===== src/rtl/program_loader.sv =====
// Framed byte-stream loader that fills instruction memory with 16-bit words.
// Optional trailing checksum byte enabled by defining CHECKSUM_EN.
module program_loader #(
    parameter int          MAX_WORDS  = 256,
    parameter logic [15:0] START_ADDR = 16'h0000
) (
    input  logic        clk,
    input  logic        rst,
    input  logic [7:0]  byte_in,
    input  logic        byte_valid,
    output logic        byte_ready,
    output logic [15:0] mem_data,
    output logic [15:0] mem_addr,
    output logic        mem_wren,
    output logic        cpu_hold,
    output logic        done,
    output logic        error,
    output logic [15:0] words_loaded
);

    typedef enum logic [2:0] {
        IDLE, CNT_HI, CNT_LO, DAT_HI, DAT_LO, CHK, DONE, ERR
    } state_t;

`ifdef CHECKSUM_EN
    localparam state_t END_ST = CHK;
`else
    localparam state_t END_ST = DONE;
`endif

    localparam logic [16:0] MAX_W = 17'(MAX_WORDS);

    state_t      state, state_nx;
    logic [15:0] count;
    logic [7:0]  hi;
    logic        acc;
    logic [15:0] cnt_full;
    logic        last;

`ifdef CHECKSUM_EN
    logic [7:0] sum;
`endif

    assign acc      = byte_valid && byte_ready;
    assign cnt_full = {count[15:8], byte_in};
    assign last     = (words_loaded + 16'd1) == count;

    always_comb begin
        state_nx   = state;
        byte_ready = 1'b0;
        cpu_hold   = 1'b0;
        done       = 1'b0;
        unique case (state)
            IDLE: begin
                byte_ready = 1'b1;
                if (acc && byte_in == 8'hA5) state_nx = CNT_HI;
            end
            CNT_HI: begin
                byte_ready = 1'b1;
                cpu_hold   = 1'b1;
                if (acc) state_nx = CNT_LO;
            end
            CNT_LO: begin
                byte_ready = 1'b1;
                cpu_hold   = 1'b1;
                if (acc) begin
                    if ({1'b0, cnt_full} > MAX_W) state_nx = ERR;
                    else if (cnt_full == 16'd0)  state_nx = END_ST;
                    else                         state_nx = DAT_HI;
                end
            end
            DAT_HI: begin
                byte_ready = 1'b1;
                cpu_hold   = 1'b1;
                if (acc) state_nx = DAT_LO;
            end
            DAT_LO: begin
                byte_ready = 1'b1;
                cpu_hold   = 1'b1;
                if (acc) state_nx = last ? END_ST : DAT_HI;
            end
            CHK: begin
                byte_ready = 1'b1;
                cpu_hold   = 1'b1;
`ifdef CHECKSUM_EN
                if (acc) state_nx = (8'(byte_in + sum) == 8'h00) ? DONE : ERR;
`else
                state_nx = IDLE;
`endif
            end
            DONE: begin
                done     = 1'b1;
                state_nx = IDLE;
            end
            ERR: state_nx = IDLE;
            default: state_nx = IDLE;
        endcase
    end

    always_ff @(posedge clk) begin
        if (rst) begin
            state        <= IDLE;
            count        <= 16'd0;
            hi           <= 8'd0;
            mem_data     <= 16'd0;
            mem_addr     <= START_ADDR;
            mem_wren     <= 1'b0;
            error        <= 1'b0;
            words_loaded <= 16'd0;
`ifdef CHECKSUM_EN
            sum          <= 8'd0;
`endif
        end else begin
            state    <= state_nx;
            mem_wren <= 1'b0;
            if (state_nx == ERR) error <= 1'b1;
            if (acc) begin
                unique case (state)
                    IDLE: if (byte_in == 8'hA5) begin
                        error        <= 1'b0;
                        words_loaded <= 16'd0;
`ifdef CHECKSUM_EN
                        sum          <= 8'd0;
`endif
                    end
                    CNT_HI: count[15:8] <= byte_in;
                    CNT_LO: count[7:0]  <= byte_in;
                    DAT_HI: hi          <= byte_in;
                    DAT_LO: begin
                        mem_data     <= {hi, byte_in};
                        mem_addr     <= START_ADDR + words_loaded;
                        mem_wren     <= 1'b1;
                        words_loaded <= words_loaded + 16'd1;
                    end
                    default: ;
                endcase
`ifdef CHECKSUM_EN
                if (state inside {CNT_HI, CNT_LO, DAT_HI, DAT_LO})
                    sum <= sum + byte_in;
`endif
            end
        end
    end

endmodule


===== config.mk =====
export PLATFORM = sky130hd
export DESIGN_NAME = program_loader
export DESIGN_NICKNAME = d
export VERILOG_FILES = /design/src/rtl/program_loader.sv
export SDC_FILE = /design/constraint.sdc
export NUM_CORES = 1
export LEC_CHECK = 0
export CAP_MARGIN = 10
export CELL_PAD_IN_SITES_DETAIL_PLACEMENT = 0
export CELL_PAD_IN_SITES_GLOBAL_PLACEMENT = 2
export CORE_ASPECT_RATIO = 0.6
export CORE_UTILIZATION = 39
export DETAILED_ROUTE_END_ITERATION = 8
export DONT_BUFFER_PORTS = 1
export PLACE_DENSITY = 0.93
export SLEW_MARGIN = 20
export SYNTH_ARGS = -nofsm -noshare
export SYNTH_HDL_FRONTEND = slang
export SYNTH_SLANG_ARGS = --single-unit

===== constraint.sdc =====
create_clock -name clk -period 7.1 [get_ports clk]
set_clock_uncertainty 0.15 [all_clocks]
set_input_delay 1.42 -clock clk [delete_from_list [all_inputs] [get_ports clk]]
set_output_delay 1.42 -clock clk [all_outputs]
set_load 0.02 [all_outputs]

# == After elaboration in Yosys (flattened, before gate mapping) ==
# Cells that the tools add are included.
# word_totals
output_inout_bits,53
elab_cells,56
reg_bits,77
input_bits,11
# op_classes
n_reduce_logical,14
n_eq_ne,11
bitwise,1
n_addsub,1
n_mux,19
order_cmp,1
# ops
op,count
one-hot mux 16 bit (2 select lines),1
2-to-1 mux 3 bit,8
one-hot mux 3 bit (6 select lines),1
adder 16 x 1 -> 16 bit (second input constant),1
equality test 16 bit,1
greater-than comparator 16 x 9 -> 1 bit (second input constant),1
zero test 16 bit,1
2-to-1 mux 16 bit,1
equality test 3 bit (second input constant),5
equality test 8 bit (second input constant),1
2-to-1 mux 1 bit,8
AND reduction 2 bit,4
equality test 3 x 2 -> 1 bit (second input constant),2
OR reduction 6 bit,1
OR reduction 5 bit,1
equality test 3 x 1 -> 1 bit (second input constant),1
zero test 3 bit,1
AND reduction 3 bit,1
OR reduction 3 bit,1
logical AND 1 bit,2
inequality test 2 bit (second input constant),1
nonzero test 2 bit,1
OR reduction 2 bit,1
NOT 1 bit,1

# == Longest topological paths before layout ==
# Gate-level depths: netlist of the first run.
# depth
ltp_word,12
depth_mapped,11
ltp_nobuf,8

# == Least setup slack after synthesis of the first run ==
# Ideal clock, no wire load.
# synth_timing
kind,input port to flip-flop
start,input port byte_in[1]
end,register state[0]
setup_ns,0.132
setup_slack_ns,3.714
arrival_ns,3.105
required_time_ns,6.818
cell_stages,7
path_cell_list,or4_4 > nand2b_4 > o31ai_2 > nor3_1 > or3_1 > nor4_1 > nor3_1
# synth_via
elab_chain_len,5
word_cells_on_any_way,9
# synth_lines
element,line,source
start: declaration,9,"input logic [7:0] byte_in,"
branches (longest 4 deep; another with greater-than comparator 16 x 9 -> 1 bit),-,
one-hot mux 3 bit (6 select lines) (*),53,unique case (state)
end signal: assignment,114,state <= state_nx;
end: declaration,33,"state_t state, state_nx;"
# Mark *: on every way between the ends.
# A chain may end at the register's enable or synchronous reset.

# == Final worst setup path of the first run ==
# layout_timing
start,register words_loaded[0]
end,register error
# layout_via
elab_chain_len,10
# layout_lines
element,line,source
start: declaration,18,output logic [15:0] words_loaded
start signal: assignment,133,words_loaded <= words_loaded + 16'd1;
adder 16 x 1 -> 16 bit (*),46,assign last = (words_loaded + 16'd1) == count;
equality test 16 bit (*),46,
2-to-1 mux 3 bit (*) (2 in a row),80,if (acc) state_nx = last ? END_ST : DAT_HI;
one-hot mux 3 bit (6 select lines) (*),53,
equality test 3 bit (*),116,if (state_nx == ERR) error <= 1'b1;
2-to-1 mux 1 bit (*),116,
2-to-1 mux 1 bit,119,IDLE: if (byte_in == 8'hA5) begin
2-to-1 mux 1 bit,118,unique case (state)
2-to-1 mux 1 bit (*),117,if (acc) begin
end signal: assignment,108,error <= 1'b0;
end signal: assignment,116,
end signal: assignment,120,error <= 1'b0;
end: declaration,17,"output logic error,"
# Mark *: on every way between the ends. The rest lies on a longest branch, timed or not.

==> results.py, run 1 <==
metrics = {
    "setup_path": {
        "start_kind": "flip-flop",
        "timing.rr.start": "words_loaded[0]",
        "cp_num_cells": 8,
        "worstPathCellList": "ha_1 > nand3_1 > nor2_2 > nand4b_1 > a2111oi_1 > nand4_1 > o31a_1 > o41ai_2",
        "path_delay_family": "compound AO/OA/AOI/OAI gates",
        "r2r-end": "error",
        "r2r_slack_ps": 3830,
        "worstPathRequired_ps": 7180,
        "crit_path_end_kind": "flip-flop",
        "critPathLaunch": "words_loaded[0]",
        "r2r_cells": 8,
        "critPathCapture": "error",
        "cp_data_arrival_time_ps": 3350,
        "cpPeakStageDelay_ps": 670,
        "crit_buf_inv": 0,
        "critPathKind": "flip-flop to flip-flop",
        "crit_fanout": 9,
        "crit_slowest_cell": "dfxtp_1",
    },
    "clocking": {
        "postCtsHoldBufs": 0,
        "post-cts-setup-buffers": 0,
        "cts_buffers": 9,
        "clk_pin_slew_worst_paths_ps": 60,
        "cts.path.max_buffers": 2,
        "cts_tree": "yes",
        "htreeDepth": 3,
        "insertion_delay_ps": 340,
        "cts.sinks": 77,
        "cts_resized": 0,
        "cts_root_buf": "clkbuf_16",
    },
    "drt": {
        "drc": 0,
        "drt_iter0_markers": 264,
        "vias": 2982,
        "wl_um": 9310,
        "avgRoutedWirePerCell_um": 16.9,
        "ant_nets": 0,
        "detail_route.first_pass.iterations": 4,
        "via_per_inst": 5.42,
    },
    "pwr": {
        "p_int_uw": 722,
        "combPwrFrac_pct": 3.7,
        "seqPwrFrac_pct": 47.4,
        "power-per-cell-area_nw_per_um2": 245,
        "switching_share_pct": 22.8,
        "irDropWorstVdd_uv": 129,
        "p_leak_nw": 1.26,
        "pwr-share-clk_pct": 48.9,
        "power_switching_uw": 213,
    },
    "synthesis": {
        "postSynthAreaPerCell_um2": 7.74,
        "ys_seq_elements": 77,
        "syn-num-nets": 465,
        "yosysWarnings": 0,
        "ys_top_cells_by_area": "dfxtp_1 44%, nand2_1 13%, a21oi_1 9.0%",
        "yosysUniqueCellTypes": 53,
        "syn_area_um2": 3510,
        "ys_seq_area_share_pct": 44.0,
        "synth-edff-count": 0,
        "synth_ff_type": "dfxtp_1",
        "yosysTopAreaCell": "dfxtp_1",
        "yosysTopAreaCellShare_pct": 44.0,
        "synthArstFlopShare_pct": 0,
        "syn_inst": 453,
    },
    "sta": {
        "setup_viol": 0,
        "layout_min_cycle_time_ps": 3270,
        "tns_ps": 0,
        "period_share_pct": 46.0,
        "rsz0062_at_grt": "false",
        "slew_viol_final": 0,
        "slew_headroom_pct": 33.1,
        "max_freq_mhz": 306,
        "worstMarginPinSlew_ps": 1000,
        "hold_viol": 0,
    },
    "cells_and_area": {
        "mostFrequentLayoutCells": "125 x nand2_1, 77 x dfxtp_1, 63 x a21oi_1, 20 x xnor2_1",
        "finalNetCount": 445,
        "fin_cells": 550,
        "syn_to_final_growth_pct": 8.89,
        "final_common_cell": "nand2_1",
        "antennaDiodeCount": 0,
        "drive_gt1_share_pct": 6.39,
    },
    "run_status": {
        "outcome": "complete, no violations",
    },
    "floorplanning": {
        "start_util_pct": 40.7,
        "io_pins": 64,
        "die_w_um": 124,
        "die_area_um2": 9380,
        "fp-row-count": 26,
        "design.core.area_um2": 8620,
        "fp.dieH_um": 75.4,
    },
    "global_route": {
        "gr-usage-all-layers_pct": 20.9,
        "grt_pass1_wl_um": 15100,
        "antenna_found_initial": 0,
        "gr-total-overflow": 0,
        "grt_max_degree": 65,
        "first_global_vias": 2742,
    },
    "placement": {
        "portBuffers": 0,
        "place_inst": 534,
        "gp_congestion": 0.809,
        "dpl.hpwl_um": 6570,
    },
    "job": {
        "drv_cap": 0,
    },
    "min_path": {
        "min_path_type": "flip-flop to flip-flop",
    },
}
-- worst reg2reg max path, delay by kind of cell, from the launching register on --
| kind | cells | cell delay [ps] |
|---|---|---|
| compound gates | 3 | 1020 |
| fa+ha+maj | 1 | 420 |
| flops | 1 | 670 |
| simple gates | 4 | 910 |
-- per-stage QoR --
step,cell area [um^2],worst slack [ps],hold slack [ps],total power [mW],util (%)
3_3_place_gp,3520,3630,285,0.487,40.9
4_1_cts,3820,3820,298,0.944,44.3
5_1_grt,3820,3540,313,0.970,44.3
3_5_place_dp,3520,3620,290,0.487,40.9
2_1_floorplan,3510,3710,282,0.484,-
6_report,3820,3830,298,0.935,44.3
-- state kept, by name, summed over array words and instances (netlist names) --
signal / cells
state: 3
mem_wren: 1
mem_addr: 16
error: 1
count: 16
mem_data: 16
words_loaded: 16
hi: 8
-- power by group through the flow --
stage	Combinational (mW)	Sequential, mW	Clock [mW]
detailed placement	0.0340	0.453	0
global route	0.0384	0.444	0.488
floorplan	0.0351	0.449	0
global placement	0.0341	0.453	0
CTS	0.0343	0.443	0.467
finish	0.0343	0.443	0.458
-- cell usage after synthesis (2+ instances only) --
master	count
o21ai_0	18
o31a_1	2
and3_1	3
nor2_2	2
and2_1	5
nor3b_1	2
o31ai_1	8
nand3_1	9
a21oi_1	63
buf_2	3
nor3_1	10
nor4_1	4
xnor2_1	20
nand4_1	8
inv_1	2
and4_1	2
a21o_1	2
nand2_1	125
a31oi_1	2
o21ai_1	3
xor2_1	5
clkbuf_1	27
dfxtp_1	77
nand2b_1	2
or3_1	4
nor2_1	18
-- final cells by class --
class	count	area (um^2)
clock buffers	11	233
clock inverters	5	60.1
fillers	887	4800
inverters	3	11.3
multi-input cells	339	1810
flip-flops and latches	77	1540
well taps	112	140
repair buffers	3	22.5
-- cell families (layout without fill, tap and decap cells) --
group           Yosys count  after routing  synth area share [%]
fa+ha+maj                 1              1                 0.357
xor+xnor                 25             25                  6.25
flops                    77             77                  44.0
simple gates            202            202                  26.3
buf+inv                  37             22                  4.43
compound gates          111            111                  18.7
-- per-layer routing --
layer  GRT usage [%]  wire (um)  part of all wire (%)
met5               0          0                     0
met4            5.49         77                  0.83
met3            7.16        662                   7.1
met2            28.2       3630                    39
met1            31.1       4940                    53
-- how the worst min path moves through the flow --
| stage | start | endpoint | slack (ps) | cells after the start |
|---|---|---|---|---|
| 2_1_floorplan | hi[2] | mem_data[10] | 280 | 2 |
| 3_3_place_gp | hi[4] | mem_data[12] | 290 | 2 |
| 3_5_place_dp | hi[0] | mem_data[8] | 290 | 2 |
| 4_1_cts | hi[0] | mem_data[8] | 300 | 2 |
| 5_1_grt | hi[5] | mem_data[13] | 310 | 2 |
| 6_report | hi[0] | hi[0] | 300 | 2 |
Power figures use the tool's default switching activity.
==> inputs of run 2 (changes only) <==
CORE_UTILIZATION = 32   (was 39)
PLACE_DENSITY = 0.83   (was 0.93)
clock period = 2.9 ns   (was 7.1 ns; I/O delays follow)
==> run 2 against run 1 <==
Net effect:
- die area grew 21%
- design area grew 5.6%
- global-route usage shrank 1.8 points
- setup slack lost 3600 ps
- routed wire length grew 9.5%
- non-clock buffer count grew 21
- combinational power grew to 2.6 times the previous value
- clock-buffer cell count shrank 2
- critical path depth is the same
- cell count grew 8.7%
- sequential cell count is the same
- critical path type unchanged
- largest cell class unchanged
==> results.py, run 2 (same netlist as run 1, synthesis figures left out) <==
metrics = {
    "clocking": {
        "cts_tree": "yes",
        "insertion_delay_ps": 350,
        "cts.sinks": 77,
        "clk_pin_slew_worst_paths_ps": 70,
        "cts_root_buf": "clkbuf_16",
        "postCtsHoldBufs": 0,
        "cts_buffers": 9,
        "post-cts-setup-buffers": 0,
        "cts.path.max_buffers": 2,
        "cts_resized": 0,
        "htreeDepth": 3,
    },
    "floorplanning": {
        "fp.dieH_um": 83.1,
        "io_pins": 64,
        "design.core.area_um2": 10600,
        "fp-row-count": 29,
        "start_util_pct": 33.1,
        "die_area_um2": 11400,
        "die_w_um": 137,
    },
    "cells_and_area": {
        "fin_cells": 598,
        "finalNetCount": 466,
        "drive_gt1_share_pct": 11.3,
        "nFillCells": 1120,
        "finalInstanceArea_um2": 4030,
        "antennaDiodeCount": 0,
        "final_common_cell": "nand2_1",
        "mostFrequentLayoutCells": "125 x nand2_1, 77 x dfxtp_1, 63 x a21oi_1, 24 x buf_4, 20 x xnor2_1",
        "syn_to_final_growth_pct": 15.0,
    },
    "global_route": {
        "grt_pass1_wl_um": 16500,
        "antenna_found_initial": 0,
        "first_global_vias": 3089,
        "gr-usage-all-layers_pct": 19.1,
        "gr-total-overflow": 0,
        "grt_max_degree": 65,
    },
    "min_path": {
        "min_from": "rst",
        "min_path_type": "primary input to flip-flop",
    },
    "setup_path": {
        "cp_data_arrival_time_ps": 2760,
        "critPathKind": "flip-flop to flip-flop",
        "start_kind": "flip-flop",
        "crit_fanout": 2,
        "crit_path_end_kind": "flip-flop",
        "worstPathRequired_ps": 3010,
        "timing.rr.start": "words_loaded[0]",
        "critPathLaunch": "words_loaded[0]",
    },
    "drt": {
        "drt_iter0_markers": 204,
        "ant_nets": 0,
        "met1_length_um": 5450,
        "vias": 3150,
        "wl_met2_um": 4000,
        "met3RoutedLength_um": 666,
        "wl_um": 10200,
        "via_per_inst": 5.27,
        "avgRoutedWirePerCell_um": 17.1,
        "highest_layer": "met4",
        "drc": 0,
        "detail_route.first_pass.iterations": 5,
    },
    "placement": {
        "gp_congestion": 0.815,
        "dp_slack_ps": 231,
        "dpl.hpwl_um": 7360,
        "place_inst": 582,
        "portBuffers": 0,
        "postPlaceCellArea_um2": 3720,
    },
    "sta": {
        "period_share_pct": 91.6,
        "tns_ps": 0,
        "slew_viol_final": 0,
        "max_freq_mhz": 376,
        "layout_setup_ws_ps": 243,
        "slew_headroom_pct": 31.5,
        "worstMarginPinSlew_ps": 1020,
        "layout_min_cycle_time_ps": 2660,
        "rsz0062_at_grt": "false",
        "hold_viol": 0,
        "setup_viol": 0,
    },
    "pwr": {
        "seqPwrFrac_pct": 46.1,
        "switching_share_pct": 24.5,
        "combPwrFrac_pct": 3.8,
        "power-per-cell-area_nw_per_um2": 584,
        "p_leak_nw": 1.37,
        "pwr-share-clk_pct": 50.2,
        "p_int_mw": 1.78,
        "irDropWorstVdd_uv": 319,
        "power_switching_uw": 575,
    },
    "job": {
        "drv_cap": 0,
    },
    "run_status": {
        "outcome": "complete, no violations",
    },
}
[run 2: changes by cell type in the layout (fill, tap and decap cells not counted)]
cell	change
buf_4	+21
clkbuf_1	-2
clkinv_2	-1
clkinv_4	-1
clkinvlp_4	+2
ha_1	-1
ha_2	+1
inv_6	+1
inv_8	+1
nor2_2	-1
nor2_4	+1
[run 2: worst paths after layout]
kind                                      to  cells after the start  slack, ps
worst max-delay path                   error                      8        240
worst min-delay path            mem_addr[12]                      1        150
worst max register to register         error                      8        240
worst min register to register  mem_data[10]                      2        290
[run 2: per-layer routing]
layer	vias up	global-route usage [%]
li1	1563	-
met1	1499	28.3
met5	-	0
met2	82	25.4
met3	6	6.96
met4	0	5.39
[run 2: per-stage QoR]
stage / hold WS, ps / total power, mW / utilization [%]
detailed placement: 289 / 1.20 / 35.1
global route: 126 / 2.43 / 38.0
CTS: 136 / 2.38 / 38.0
finish: 146 / 2.35 / 38.0
floorplan: 282 / 1.19 / -
global placement: 286 / 1.19 / 35.1
[run 2: power groups by stage]
stage               Sequential, mW  Combinational, mW  Clock [mW]
finish                        1.08             0.0885        1.18
global placement              1.11             0.0874           0
CTS                           1.08             0.0886        1.20
floorplan                     1.10             0.0860           0
global route                  1.08             0.0988        1.25
detailed placement            1.11             0.0882           0
[run 2: critical path: stages (launching register included)]
cell       delay (ps)
dfxtp_1           340
ha_2              290
xor2_1            150
a2111oi_2         340
o311ai_1          160
a2111oi_1         380
nand4_1           200
o31a_1            370
o41ai_2           190
[run 2: cell type report]
type,instances,area (um^2),area share [%]
clock buffer,9,225,5.59
clock inverter,7,81.3,2.02
inverter,3,11.3,0.279
multi-input combinational,339,1820,45.1
sequential,77,1540,38.2
tap,139,174,4.32
timing repair buffer,24,180,4.47
